===== config.mk =====
export PLATFORM = sky130hd
export DESIGN_NAME = instruction_fetch
export DESIGN_NICKNAME = d
export VERILOG_FILES = /design/src/rtl/instruction_fetch.sv
export SDC_FILE = /design/constraint.sdc
export NUM_CORES = 1
export LEC_CHECK = 0
export BUFFER_PORTS_ARGS = -buffer_cell sky130_fd_sc_hd__buf_2
export CORE_MARGIN = 4
export CORE_UTILIZATION = 25
export DETAILED_ROUTE_END_ITERATION = 8
export PLACE_DENSITY_LB_ADDON = 0.1
export SYNTH_ARGS = -nofsm -noshare
export SYNTH_HDL_FRONTEND = slang
export SYNTH_SLANG_ARGS = --single-unit

===== constraint.sdc =====
create_clock -name clk -period 1.9 [get_ports clk]
set_clock_uncertainty 0.15 [all_clocks]
set_input_delay 0.19 -clock clk [delete_from_list [all_inputs] [get_ports clk]]
set_output_delay 0.19 -clock clk [all_outputs]
set_load 0.02 [all_outputs]

===== src/rtl/instruction_fetch.sv =====
// Fetch stage: owns the PC, addresses instruction memory, and registers the
// returned word into IF/ID with redirect, stall and flush handling.
module instruction_fetch #(
  parameter int          ADDR_WIDTH = 7,
  parameter int unsigned RESET_PC   = 0,
  parameter int          CNT_WIDTH  = 16
) (
  input  logic                  clk,
  input  logic                  reset,
  input  logic                  stall,
  input  logic                  flush,
  input  logic                  branch_taken,
  input  logic signed [15:0]    branch_offset,
  input  logic                  jump,
  input  logic [25:0]           jump_target,
  input  logic [31:0]           instruction,
  output logic [ADDR_WIDTH-1:0] im_readAddr,
  output logic [31:0]           ifid_instr,
  output logic [ADDR_WIDTH-1:0] ifid_pc_plus1,
  output logic                  ifid_valid,
  output logic [CNT_WIDTH-1:0]  fetch_count
);

  localparam logic [ADDR_WIDTH-1:0] RESET_PC_W = RESET_PC[ADDR_WIDTH-1:0];

  function automatic logic [CNT_WIDTH-1:0] sat_inc(input logic [CNT_WIDTH-1:0] v);
    return (&v) ? v : v + 1'b1;
  endfunction

  logic [ADDR_WIDTH-1:0] r_pc_p0;
  logic [31:0]           r_ifid_instr_p1;
  logic [ADDR_WIDTH-1:0] r_ifid_pc1_p1;
  logic                  r_ifid_vld_p1;
  logic [CNT_WIDTH-1:0]  r_fetch_count;

  logic                  w_redirect;
  logic                  w_bubble;
  logic                  w_load;
  logic [ADDR_WIDTH-1:0] w_pc_plus1;
  logic [ADDR_WIDTH-1:0] w_branch_tgt;
  logic [ADDR_WIDTH-1:0] w_pc_next;
  logic                  w_unused;

  // Only the low ADDR_WIDTH bits of the target and offset matter after wrap.
  assign w_unused     = ^{jump_target[25:ADDR_WIDTH], branch_offset[15:ADDR_WIDTH]};

  assign w_redirect   = jump | branch_taken;
  assign w_bubble     = flush | w_redirect;
  assign w_load       = !w_bubble && !stall;
  assign w_pc_plus1   = r_pc_p0 + 1'b1;
  assign w_branch_tgt = r_ifid_pc1_p1 + branch_offset[ADDR_WIDTH-1:0];

  always_comb begin
    w_pc_next = w_pc_plus1;
    if (jump)              w_pc_next = jump_target[ADDR_WIDTH-1:0];
    else if (branch_taken) w_pc_next = w_branch_tgt;
    else if (stall)        w_pc_next = r_pc_p0;
  end

  // Stage p0 -> p1: PC advance and IF/ID capture
  always_ff @(posedge clk) begin
    if (reset) begin
      r_pc_p0         <= RESET_PC_W;
      r_ifid_instr_p1 <= '0;
      r_ifid_pc1_p1   <= '0;
      r_ifid_vld_p1   <= 1'b0;
      r_fetch_count   <= '0;
    end else begin
      r_pc_p0 <= w_pc_next;
      if (w_bubble) begin
        r_ifid_instr_p1 <= '0;
        r_ifid_vld_p1   <= 1'b0;
      end else if (w_load) begin
        r_ifid_instr_p1 <= instruction;
        r_ifid_pc1_p1   <= w_pc_plus1;
        r_ifid_vld_p1   <= 1'b1;
      end
      if (w_load) r_fetch_count <= sat_inc(r_fetch_count);
    end
  end

  assign im_readAddr   = r_pc_p0;
  assign ifid_instr    = r_ifid_instr_p1;
  assign ifid_pc_plus1 = r_ifid_pc1_p1;
  assign ifid_valid    = r_ifid_vld_p1;
  assign fetch_count   = r_fetch_count;

endmodule


After elaboration in Yosys (flattened, before gate mapping)
Cells that the tools add are included.
Word-level totals
  register bits: 63
  input port bits: 80
  output and inout port bits: 63
Cells by class
  muxes and demuxes: 3
  add/sub/neg operators: 3
  bitwise logic cells: 4
  equal/unequal tests: 1
  reduce and logical (&&, ||, !) cells: 7
Operator list (count)
  $mux 7: 3
  $add 16x1->16 const B: 1
  $reduce_and 16->1: 1
  $add 7x1->7 const B: 1
  $add 7x7->7: 1
  $reduce_and 2->1: 2
  $ne 3x1->1 const B: 1
  $logic_not 1->1: 2
  $not 1->1: 2
  $or 1x1->1: 2
  $reduce_or 2->1: 1
  $logic_and 1x1->1: 1

Logic depth before layout (Yosys ltp)
  depth after elaboration: 5
  gate-level depth with buffers: 8
  mapped depth without buffers: 7

Worst setup path after synthesis
OpenSTA, ideal clock, no wires.
  path kind: flip-flop to flip-flop
  start point: register r_ifid_pc1_p1[2] (netlist: ifid_pc_plus1[2])
  end point: register r_pc_p0[5] (netlist: im_readAddr[5])
  path slack: -83 ps
  library setup time: 78 ps
  required time: 1672 ps
  arrival time: 1755 ps
  cell stages (with the launch flop): 7
  clock period less this slack: 1983 ps
  cells stage by stage: dfxtp_1 ha_1 o21ai_0 or4b_2 o31ai_1 a211oi_1 nor3_1
Between the ends
  word-level cells in the longest chain between the ends: 3
Ends and longest elaborated chain
  start: declaration: RTL line 32  | logic [ADDR_WIDTH-1:0] r_ifid_pc1_p1;
  start signal: assignment: RTL line 75  | r_ifid_pc1_p1 <= w_pc_plus1;
  $add 7x7->7: RTL line 51  | assign w_branch_tgt = r_ifid_pc1_p1 + branch_offset[ADDR_WIDTH-1:0];
  $mux 7: RTL line 56  | else if (branch_taken) w_pc_next = w_branch_tgt;
  $mux 7: RTL line 55  | if (jump) w_pc_next = jump_target[ADDR_WIDTH-1:0];
  end signal: assignment: RTL line 69  | r_pc_p0 <= w_pc_next;
  end: declaration: RTL line 30  | logic [ADDR_WIDTH-1:0] r_pc_p0;
Every way passes these cells.
A chain may end at the register's enable or synchronous reset.

Final worst setup path
  start point: register r_ifid_pc1_p1[0] (netlist: ifid_pc_plus1[0])
  end point: register r_pc_p0[6] (netlist: im_readAddr[6])
The elaborated chain is that of the path after synthesis.

==> qor.yml <==
worstMarginPinSlew_ns: 0.396
critPathMaxStageDelay_ns: 0.39
path_class: "flip-flop to flip-flop"
avgSynthCellArea_um2: 10.0
synth-compound-area-share_pct: 25.1
fp.dieH_um: 115
vias_per_cell: 4.70
antenna_cells: 0
critPathTopFamily: "compound AO/OA/AOI/OAI gates"
p_leak_uw: 0.00214
die_w_um: 115
drive_above_1_share_pct: 47.2
fin_nets: 559
place_area_um2: 3890
n_fill_cell: 1094
areaGrowthSynthToFinish_pct: 62.2
numCtsBuffers: 9
place_hpwl_mm: 6.43
whs_ns: 0.0641
syn-num-nets: 372
yosysWarnings: 0
reg2reg_to: "im_readAddr[6]"
path_clk_slew_ns: 0.06
detail-route-antenna-nets: 0
endpoint_kind: "flip-flop"
synth_simple_gate_area_share_pct: 13.3
cpMostUsedCell: "a21oi_1"
async_flop_share_pct: 0
fp-row-count: 38
holdPathStages: 4
grt_pass1_wl_mm: 14.7
status: "completed"
yosys.cell_types.count: 47
yosysTopAreaCell: "dfxtp_1"
critPathLaunch: "ifid_pc_plus1[0]"
finalCritPeriodShare_pct: 98.8
overflow: 0
htreeDepth: 3
startpoint_type: "flip-flop"
fin_util_pct: 41.9
gp_congestion: 0.821
cpMaxStageDelayCell: "fa_2"
ys_ff_latch: 63
wl_met3_um: 603
wl_met2_mm: 3.99
routedWlPerCell_um: 14.7
topRoutingLayerUsed: "met4"
grt_pass1_vias: 2971
die_area_um2: 13100
setup_viol: 0
dp.cells: 563
final-instance-count-excl-fill: 615
vias: 2890
drc_errors: 0
synth_edf_count: 0
synth_xor_xnor_area_share_pct: 7.41
r2r_start: "ifid_pc_plus1[0]"
cts_num_sinks: 63
ir_drop_v: 0.000420
maxSlewViolCount: 0
tns_ns: 0
maxCapViolCount: 0
synth_top_area_share_pct: 44.5
finalCriticalPeriod_ns: 1.88
synth_ff_type: "dfxtp_1"
synthAdderAreaFrac_pct: 4.23
critPathBufInv: 0
drt_wl_total_mm: 9.06
initial_core_util_pct: 25.8
cp.arrival_ns: 1.93
reg2reg_depth: 7
ios: 143
synth_top_family_by_area: "compound AO/OA/AOI/OAI gates"
path_cells: "ha_4, fa_2, a211oi_2, o21bai_1, a21oi_1, xnor2_1, a21oi_1"
slew_headroom_pct: 73.5
synthMuxAreaShare_pct: 1.76
grt_max_degree: 34
hp-start: "jump_target[6]"
hold_viol: 0
holdPathEnd: "im_readAddr[6]"
r2r_slack_ns: 0.02
core_um2: 11000
ys_seq_area_share_pct: 44.5
fmax_mhz: 532
design_area_um2: 4600
grt_usage_pct: 14.2
ctsLongestPathBuffers: 2
cts_root_buffer: "clkbuf_16"
numPortBuffers: 114
drt-met1-wl_mm: 4.31
dr.pass1.iters: 4
critPathMaxFanout: 3
hold_class: "input pin to flip-flop"
clk_latency_ns: 0.33
syn_area_um2: 2840
cts_tree: "built"
rsz0062_at_grt: "yes"
synthTopCellsByArea: "dfxtp_1 44%, o221a_2 12%, xor2_1 4.9%"
dr.first_iter.drc_count: 116
required_ns: 1.95
netlist_instances: 283
antenna_found_initial: 0
powerDensity_nw_per_um2: 747
## worst min-delay path, delay by kind of cell
kind	cells	cell delay, ns
buf+inv	2	0.14
compound gates	2	0.17
## area by class of cell
class | instances | area (µm²) | area share (%)
clock buffer | 11 | 243 | 5.28
clock inverter | 5 | 56.3 | 1.22
inverter | 5 | 18.8 | 0.408
multi-input combinational | 195 | 1550 | 33.7
sequential | 63 | 1270 | 27.6
tap | 140 | 175 | 3.81
timing repair buffer | 196 | 1290 | 28.0
## synthesized netlist by cell type (2+ instances only)
cell type  number
inv_1           4
or4_1           2
nor3_1          3
o221a_2        30
mux2i_1         5
a21o_1          2
nand4_1         2
nor2b_1         2
a211oi_1        7
nand3_1         7
a222oi_1        2
a31oi_1         2
nor4_1          3
xor2_1         16
o31a_1          2
dfxtp_1        63
o2111ai_1       4
xnor2_1         8
and3_1          5
nor2_1         29
or3_1           2
ha_1            8
o221a_1         2
and4_1          2
a21oi_1        10
nand2_1        11
o21ai_0        12
buf_2           4
clkbuf_1       14
a311oi_1        3
## repair_timing
action                                 CTS  global route
setup endpoints to repair                4             8
gates resized for setup                  5             6
hold buffers                            36             0
setup buffers                            0             0
pin swaps                                1             6
endpoints found under the hold margin   36             0
## cell usage in the layout (no fill, tap or decap), types with 3 or more instances in the layout
cell type,n
buf_2,114
xnor2_1,8
nor2_1,29
ha_4,3
a311oi_1,3
nand2_1,11
mux2i_1,5
dlygate4sd3_1,36
nand3_1,6
ha_1,5
and3_1,5
o21ai_0,10
a21oi_1,9
o221a_2,30
o2111ai_1,4
inv_1,4
dfxtp_1,60
xor2_1,16
buf_4,45
a211oi_1,6
clkbuf_16,9
## cell families after synthesis
group | Yosys count
AO/OA/AOI/OAI | 83
XOR/XNOR | 24
flip-flops | 63
adder cells (fa/ha/maj) | 9
buffers and inverters | 25
AND/OR/NAND/NOR | 74
multiplexers | 5
## worst max-delay path by stage
stage / endpoint / slack, ns / depth (start not counted)
floorplan: im_readAddr[5] / -0.04 / 6
global placement: fetch_count[9] / -0.08 / 6
detailed placement: fetch_count[9] / -0.1 / 6
CTS: im_readAddr[4] / 0.02 / 7
global route: im_readAddr[4] / -0.05 / 7
finish: im_readAddr[6] / 0.02 / 7
## power breakdown
| group | leakage, µW | total (µW) | internal (µW) | switching, µW |
|---|---|---|---|---|
| clock | 0.000146 | 1650 | 1050 | 601 |
| sequential | 0.000512 | 1370 | 1350 | 21.5 |
| combinational | 0.00148 | 413 | 209 | 204 |
## sequential cells by signal, summed over array words and instances (netlist names)
signal,flops
ifid_valid,1
ifid_instr,32
ifid_pc_plus1,7
im_readAddr,7
fetch_count,16
## stage by stage
stage,worst slack [ns],total power [µW]
final,0.0219,3430
after detailed placement,-0.0958,1750
after CTS,0.0211,3510
after global routing,-0.0546,3600
after floorplan,-0.0351,1580
after global placement,-0.0844,1750
## metal layers
layer	global-route usage (%)	up-vias
li1	-	1459
met1	17.9	1333
met2	22.8	87
met3	4.02	11
met4	5.54	0
met5	0	-
No activity file was read; power rests on OpenSTA's default activity.
